File: config.mk
export PLATFORM = sky130hd
export DESIGN_NAME = spike_rate_decoder
export DESIGN_NICKNAME = d
export VERILOG_FILES = /design/src/rtl/spike_rate_decoder.sv
export SDC_FILE = /design/constraint.sdc
export NUM_CORES = 1
export LEC_CHECK = 0
export ABC_CLOCK_PERIOD_IN_PS = 2900
export BUFFER_PORTS_ARGS = -buffer_cell sky130_fd_sc_hd__buf_2
export CAP_MARGIN = 5
export CORE_MARGIN = 2
export CORE_UTILIZATION = 50
export CTS_CLUSTER_DIAMETER = 120
export DETAILED_ROUTE_END_ITERATION = 16
export GPL_ROUTABILITY_DRIVEN = 0
export GPL_TIMING_DRIVEN = 0
export HOLD_SLACK_MARGIN = 0.1
export PLACE_DENSITY = 0.73
export SETUP_SLACK_MARGIN = 0.1
export SLEW_MARGIN = 30
export SYNTH_ARGS = -nofsm -noshare
export SYNTH_HDL_FRONTEND = slang
export SYNTH_SLANG_ARGS = --single-unit
File: constraint.sdc
create_clock -name clk -period 2.9 [get_ports clk]
set_clock_uncertainty 0.15 [all_clocks]
set_input_delay 0.58 -clock clk [delete_from_list [all_inputs] [get_ports clk]]
set_output_delay 0.58 -clock clk [all_outputs]
set_load 0.01 [all_outputs]
File: src/rtl/spike_rate_decoder.sv
// Spike-rate decoder: counts spike_in over a programmable window and hands each
// window's saturated count to the consumer through a valid/ready output register.
module spike_rate_decoder #(
    parameter int WIDTH     = 8,
    parameter int WIN_WIDTH = 8
) (
    input  logic                 clk,
    input  logic                 rst_n,
    input  logic                 spike_in,
    input  logic                 enable,
    input  logic [WIN_WIDTH-1:0] window_len,
    output logic [WIDTH-1:0]     rate_out,
    output logic                 rate_valid,
    input  logic                 rate_ready,
    output logic                 overrun,
    output logic                 busy
);

    typedef enum logic {
        S_IDLE  = 1'b0,
        S_COUNT = 1'b1
    } state_t;

    state_t                 r_state;
    state_t                 w_state_nxt;
    logic [WIN_WIDTH-1:0]   r_win_cnt;
    logic [WIN_WIDTH-1:0]   r_len_q;
    logic [WIDTH-1:0]       r_spk_cnt;
    logic [WIDTH-1:0]       r_rate;
    logic                   r_rate_vld;
    logic                   r_overrun;

    logic [WIN_WIDTH-1:0]   w_len_start;
    logic [WIDTH-1:0]       w_spk_next;
    logic                   w_last;
    logic                   w_result;

    function automatic logic [WIDTH-1:0] sat_inc(input logic [WIDTH-1:0] a, input logic inc);
        if (inc && (a != {WIDTH{1'b1}}))
            return a + WIDTH'(1);
        return a;
    endfunction

    // A zero window length would never terminate, so it is promoted to one cycle.
    assign w_len_start = (window_len == '0) ? WIN_WIDTH'(1) : window_len;
    assign w_spk_next  = sat_inc(r_spk_cnt, spike_in);
    assign w_last      = (r_win_cnt == (r_len_q - WIN_WIDTH'(1)));
    assign w_result    = (r_state == S_COUNT) && enable && w_last;

    always_ff @(posedge clk) begin
        if (!rst_n)
            r_state <= S_IDLE;
        else
            r_state <= w_state_nxt;
    end

    always_comb begin
        w_state_nxt = r_state;
        case (r_state)
            S_IDLE:  w_state_nxt = enable ? S_COUNT : S_IDLE;
            S_COUNT: w_state_nxt = enable ? S_COUNT : S_IDLE;
            default: w_state_nxt = S_IDLE;
        endcase
    end

    always_comb begin
        busy = (r_state == S_COUNT);
    end

    always_ff @(posedge clk) begin
        if (!rst_n) begin
            r_win_cnt <= '0;
            r_spk_cnt <= '0;
            r_len_q   <= '0;
        end else if (r_state == S_IDLE) begin
            if (enable) begin
                r_win_cnt <= '0;
                r_spk_cnt <= '0;
                r_len_q   <= w_len_start;
            end
        end else if (!enable) begin
            // Abort discards the partial window.
            r_win_cnt <= '0;
            r_spk_cnt <= '0;
        end else if (w_last) begin
            r_win_cnt <= '0;
            r_spk_cnt <= '0;
            r_len_q   <= w_len_start;
        end else begin
            r_win_cnt <= r_win_cnt + WIN_WIDTH'(1);
            r_spk_cnt <= w_spk_next;
        end
    end

    // Output register: a new result may load on the same edge the old one is taken.
    always_ff @(posedge clk) begin
        if (!rst_n) begin
            r_rate     <= '0;
            r_rate_vld <= 1'b0;
            r_overrun  <= 1'b0;
        end else if (w_result) begin
            if (!r_rate_vld || rate_ready) begin
                r_rate     <= w_spk_next;
                r_rate_vld <= 1'b1;
            end else begin
                r_overrun  <= 1'b1;
            end
        end else if (r_rate_vld && rate_ready) begin
            r_rate_vld <= 1'b0;
        end
    end

    assign rate_out   = r_rate;
    assign rate_valid = r_rate_vld;
    assign overrun    = r_overrun;

endmodule

# == Word level (Yosys, flattened, before mapping) ==
# Cells that the tools add are included.
# totals
reg_bits,35
latchBits,0
mem_bits_rw,0
mem_bits_ro,0
inputBits,13
out_inout_bits,11
elab_cells,47
n_memories,0
# classes
n_addsub,3
mul,0
div_mod_pow,0
magnitude_cmp,0
eq_ne,4
shifts,0
muxes,19
n_bitwise,1
reduce_logical,13
# ops
op,n
two-way mux 8 bit,14
"adder 8 x 1 -> 8 bit, second input constant",2
== test 8 bit,1
logical NOT 8 bit,1
"!= test 8 bit, second input constant",1
AND reduction 2 bit,4
"subtractor 8 x 1 -> 8 bit, second input constant",1
two-way mux 1 bit,5
logical AND 1 bit,4
"!= test 2 x 1 -> 1 bit, second input constant",2
nonzero test 2 bit,2
logical NOT 1 bit,1
logical OR 1 bit,1
inverter 1 bit,1

# == Depth between registers and ports, before layout ==
# depth
ltp_word,7
mapped_depth,9
mapped_depth_nobuf,8

# == Worst setup path before layout ==
# OpenSTA, ideal clock, no wires.
# synth_path
path_kind,register to register
startpoint,register r_len_q[0]
endpoint,register r_spk_cnt[5]
setup_ns,0.122
t_arrival_ns,2.569
t_required_ns,2.628
slack_ns,0.059
path_stages_with_launch,9
n_path_buf,0
synth_period_minus_slack_ns,2.841
cell_sequence,dfxtp_1 inv_1 ha_1 or3b_1 or4_4 a2111oi_4 a311oi_2 and3_1 a221o_1
# synth_between
elab_chain_cells,5
# synth_rtl
item,line_no,text
start: declaration,27,logic [WIN_WIDTH-1:0] r_len_q;
start signal: assignment,79,r_len_q <= w_len_start;
start signal: assignment,88,r_len_q <= w_len_start;
subtractor 8 x 1 -> 8 bit,47,assign w_last = (r_win_cnt == (r_len_q - WIN_WIDTH'(1)));
== test 8 bit,47,
two-way mux 8 bit,85,end else if (w_last) begin
two-way mux 8 bit,81,end else if (!enable) begin
two-way mux 8 bit,75,end else if (r_state == S_IDLE) begin
end signal: assignment,91,r_spk_cnt <= w_spk_next;
end: declaration,28,logic [WIDTH-1:0] r_spk_cnt;
# No other way between the ends.
# A chain may end at the register's enable or synchronous reset.

# == Worst setup path after layout ==
# layout_path
startpoint,register r_len_q[1]
endpoint,register r_spk_cnt[7]
# The elaborated chain is that of the path after synthesis.

==> impl_metrics.csv <==
group,metric,value,unit
grt,grt_max_degree,13,
sta,setup_viol,0,
sta,post-route-period-util,0.957,
grt,grt_use_total,0.236,
placed_design,port_buffers,22,
synth,synth_nets,230,
sta,min_period,2.78,ns
synth,synth_compound_gate_area_share,0.200,
synth,synthCells,214,
route,post_drt_via_cell_ratio,5.75,
floorplan,start_util,0.517,
layout,nNetsFinal,270,
clock_tree,cts_tree,"done",
route,drt-total-wl,4410,µm
synth,synth_warnings,0,
sta,setup-tns-final,0,ns
critical_path,cp_data_arrival_time,2.81,ns
clock_tree,clk_path_buf_depth,2,
worst_hold_path,hp-class,"reg2reg",
sta,max_freq,0.360,GHz
layout,drive_gt1_frac,0.271,
synth,synthAdderAreaFrac,0.0200,
floorplan,die_h,65.3,µm
layout,multi_input_area,1190,µm²
floorplan,rows,22,
floorplan,die_w,65.3,µm
synth,synth_top_area_frac,0.373,
route,first_pass_iters,4,
synth,yosysTopAreaCell,"dfxtp_1",
placed_design,dp_hpwl,2870,µm
synth,ys_types,51,
floorplan,dieArea,4260,µm²
floorplan,ios,24,
sta,report.final.slew_viol_count,0,
layout,regArea,708,µm²
critical_path,cp_max_fo,5,
sta,worst_pin_slew,0.777,ns
sta,slew_headroom,0.475,
route,drt-initial-drc-count,168,
grt,grt_util_met2,0.349,
route,drc_errors,0,
critical_path,critPathLaunchType,"flip-flop",
grt,grt.met3_usage,0.0616,
layout,area_growth,23.6,%
route,antenna_left,0,
layout,fin_util,0.639,
critical_path,criticalPathCategory,"reg2reg",
grt,grt_first_pass_wirelength,7610,µm
synth,post-synth-top-count-cell,"dfxtp_1",
power,peakVddDrop,0.000264,V
synth,ys_ff_latch,35,
synth,syn_avg_cell_area,8.78,µm²
placed_design,place_area,2060,µm²
synth,synthSimpleGateAreaFrac,0.244,
grt,use_met1,0.328,
synth,ys_top_cells_by_count,"dfxtp_1, nand2_1, nor2_1, mux2i_1",
clock_tree,clock-sinks,35,
grt,busiest_layer,"met2",
clock_tree,root_buffer,"clkbuf_8",
layout,num_antenna_cells,0,
grt,grt-ovfl-total,0,
layout,design_area,2320,µm²
job,maxCapViolCount,0,
sta,hold_viol_final,0,
route,via_count,1743,
clock_tree,cts_inserted_buffers,5,
outcome,status,"complete, no violations",
grt,grt_pass1_vias,1630,
floorplan,core_area,3630,µm²
clock_tree,hold_buffers,0,
synth,synth-edff-count,0,
synth,synthTopCellsByArea,"dfxtp_1, mux2i_1, nand2_1",
synth,ys_seq_area_frac,0.373,
layout,fillers,317,
clock_tree,h-tree-depth,2,
synth,synth_top_family_by_area,"simple AND/OR/NAND/NOR gates",
synth,synth_top_flop_cell,"dfxtp_1",
critical_path,end_kind,"flip-flop",
clock_tree,insertion_delay,0.30,ns
clock_tree,path_clk_slew,0.08,ns
power,leakagePower,0.952,nW
synth,async_flop_share,0,
synth,synth_area,1880,µm²
synth,muxShareOfSynthArea,0.0586,
critical_path,worstPathRequired,2.94,ns
synth,yosys.area_share.xor_xnor,0.0652,
grt,antenna_found_initial,0,
route,wl_per_cell,14.5,µm
power,power_density,429,nW/µm²
sta,rsz0062_at_grt,"true",
## critical path: stages (launching register included)
cell and delay, ns:
dfxtp_4 0.36, inv_4 0.05, ha_4 0.12, or3b_4 0.38, or4_4 0.44, a2111oi_4 0.34, buf_4 0.21, a311oi_4 0.13
and3_1 0.23, a221o_1 0.25
## cell families (layout without fill, tap and decap cells)
family,Yosys count,count (layout)
AND/OR/NAND/NOR,87,87
AO/OA/AOI/OAI,47,48
flip-flops,35,35
buffers and inverters,17,57
XOR/XNOR,14,14
multiplexers,11,11
adder cells (fa/ha/maj),3,3
## report_power, final
group          internal, W  leakage [nW]  total, W  switching (W)
combinational    0.0000618         0.627  0.000138      0.0000761
sequential        0.000488         0.285  0.000501      0.0000125
clock             0.000167        0.0402  0.000359       0.000192
## final timing paths
path | startpoint | end | slack, ns | depth (start not counted)
min | r_len_q[7]$_SDFFE_PN0P_ | r_len_q[7]$_SDFFE_PN0P_ | 0.33 | 2
max | r_len_q[1]$_SDFFE_PN0P_ | r_spk_cnt[7]$_SDFFE_PN0P_ | 0.12 | 9
max reg2reg | r_len_q[1]$_SDFFE_PN0P_ | r_spk_cnt[7]$_SDFFE_PN0P_ | 0.12 | 9
min reg2reg | r_len_q[7]$_SDFFE_PN0P_ | r_len_q[7]$_SDFFE_PN0P_ | 0.33 | 2
## metal layers
layer	part of all wire	vias to the layer above	wire length, µm
li1	-	863	-
met1	0.48	834	2120
met2	0.46	42	2030
met3	0.047	4	206
met4	0.011	0	48
met5	0	-	0
## timing repair
item	4_1_cts	5_1_grt
gates resized for setup	14	11
pin swaps	8	6
setup buffers	8	1
gates cloned	2	0
endpoints found under the hold margin	0	0
setup endpoints to repair	33	27
## registers in the layout (all words and copies together) (netlist names)
register / cells
busy: 1
overrun: 1
r_len_q: 8
r_spk_cnt: 8
r_win_cnt: 8
rate_out: 8
rate_valid: 1
## cell type report
cell class / instances / area share
plain buffers: 10 / 0.0264
clock buffers: 5 / 0.0296
clock inverters: 3 / 0.00862
inverters: 7 / 0.0124
multi-input cells: 163 / 0.513
flip-flops and latches: 35 / 0.305
well taps: 48 / 0.0258
repair buffers: 32 / 0.0797
## layout by cell type (no fill, tap or decap), types with 3 or more instances in the layout
master     n
a22o_1     6
and2_1     4
clkbuf_1   5
clkbuf_8   5
dfxtp_1   33
buf_4     10
mux2i_1   11
nand2_1   26
a21oi_1    8
inv_1      5
buf_6      3
a211oi_1   3
nor2b_1    3
nand4_1    3
nor3_1     5
nor4_1     3
nor2_1    15
xnor2_1   10
nand3_1    6
and3_1     6
buf_2     23
xor2_1     4
a21o_1     4
## through the flow
step	std cells	hold slack (ns)	power (W)	setup WS, ns
2_1_floorplan	214	0.297	0.000589	0.105
3_3_place_gp	284	0.292	0.000615	-0.142
3_5_place_dp	284	0.323	0.000619	-0.196
4_1_cts	302	0.334	0.000996	0.0983
5_1_grt	303	0.364	0.00104	0.0677
6_report	303	0.331	0.000998	0.124
(Power assumes the default switching activity.)
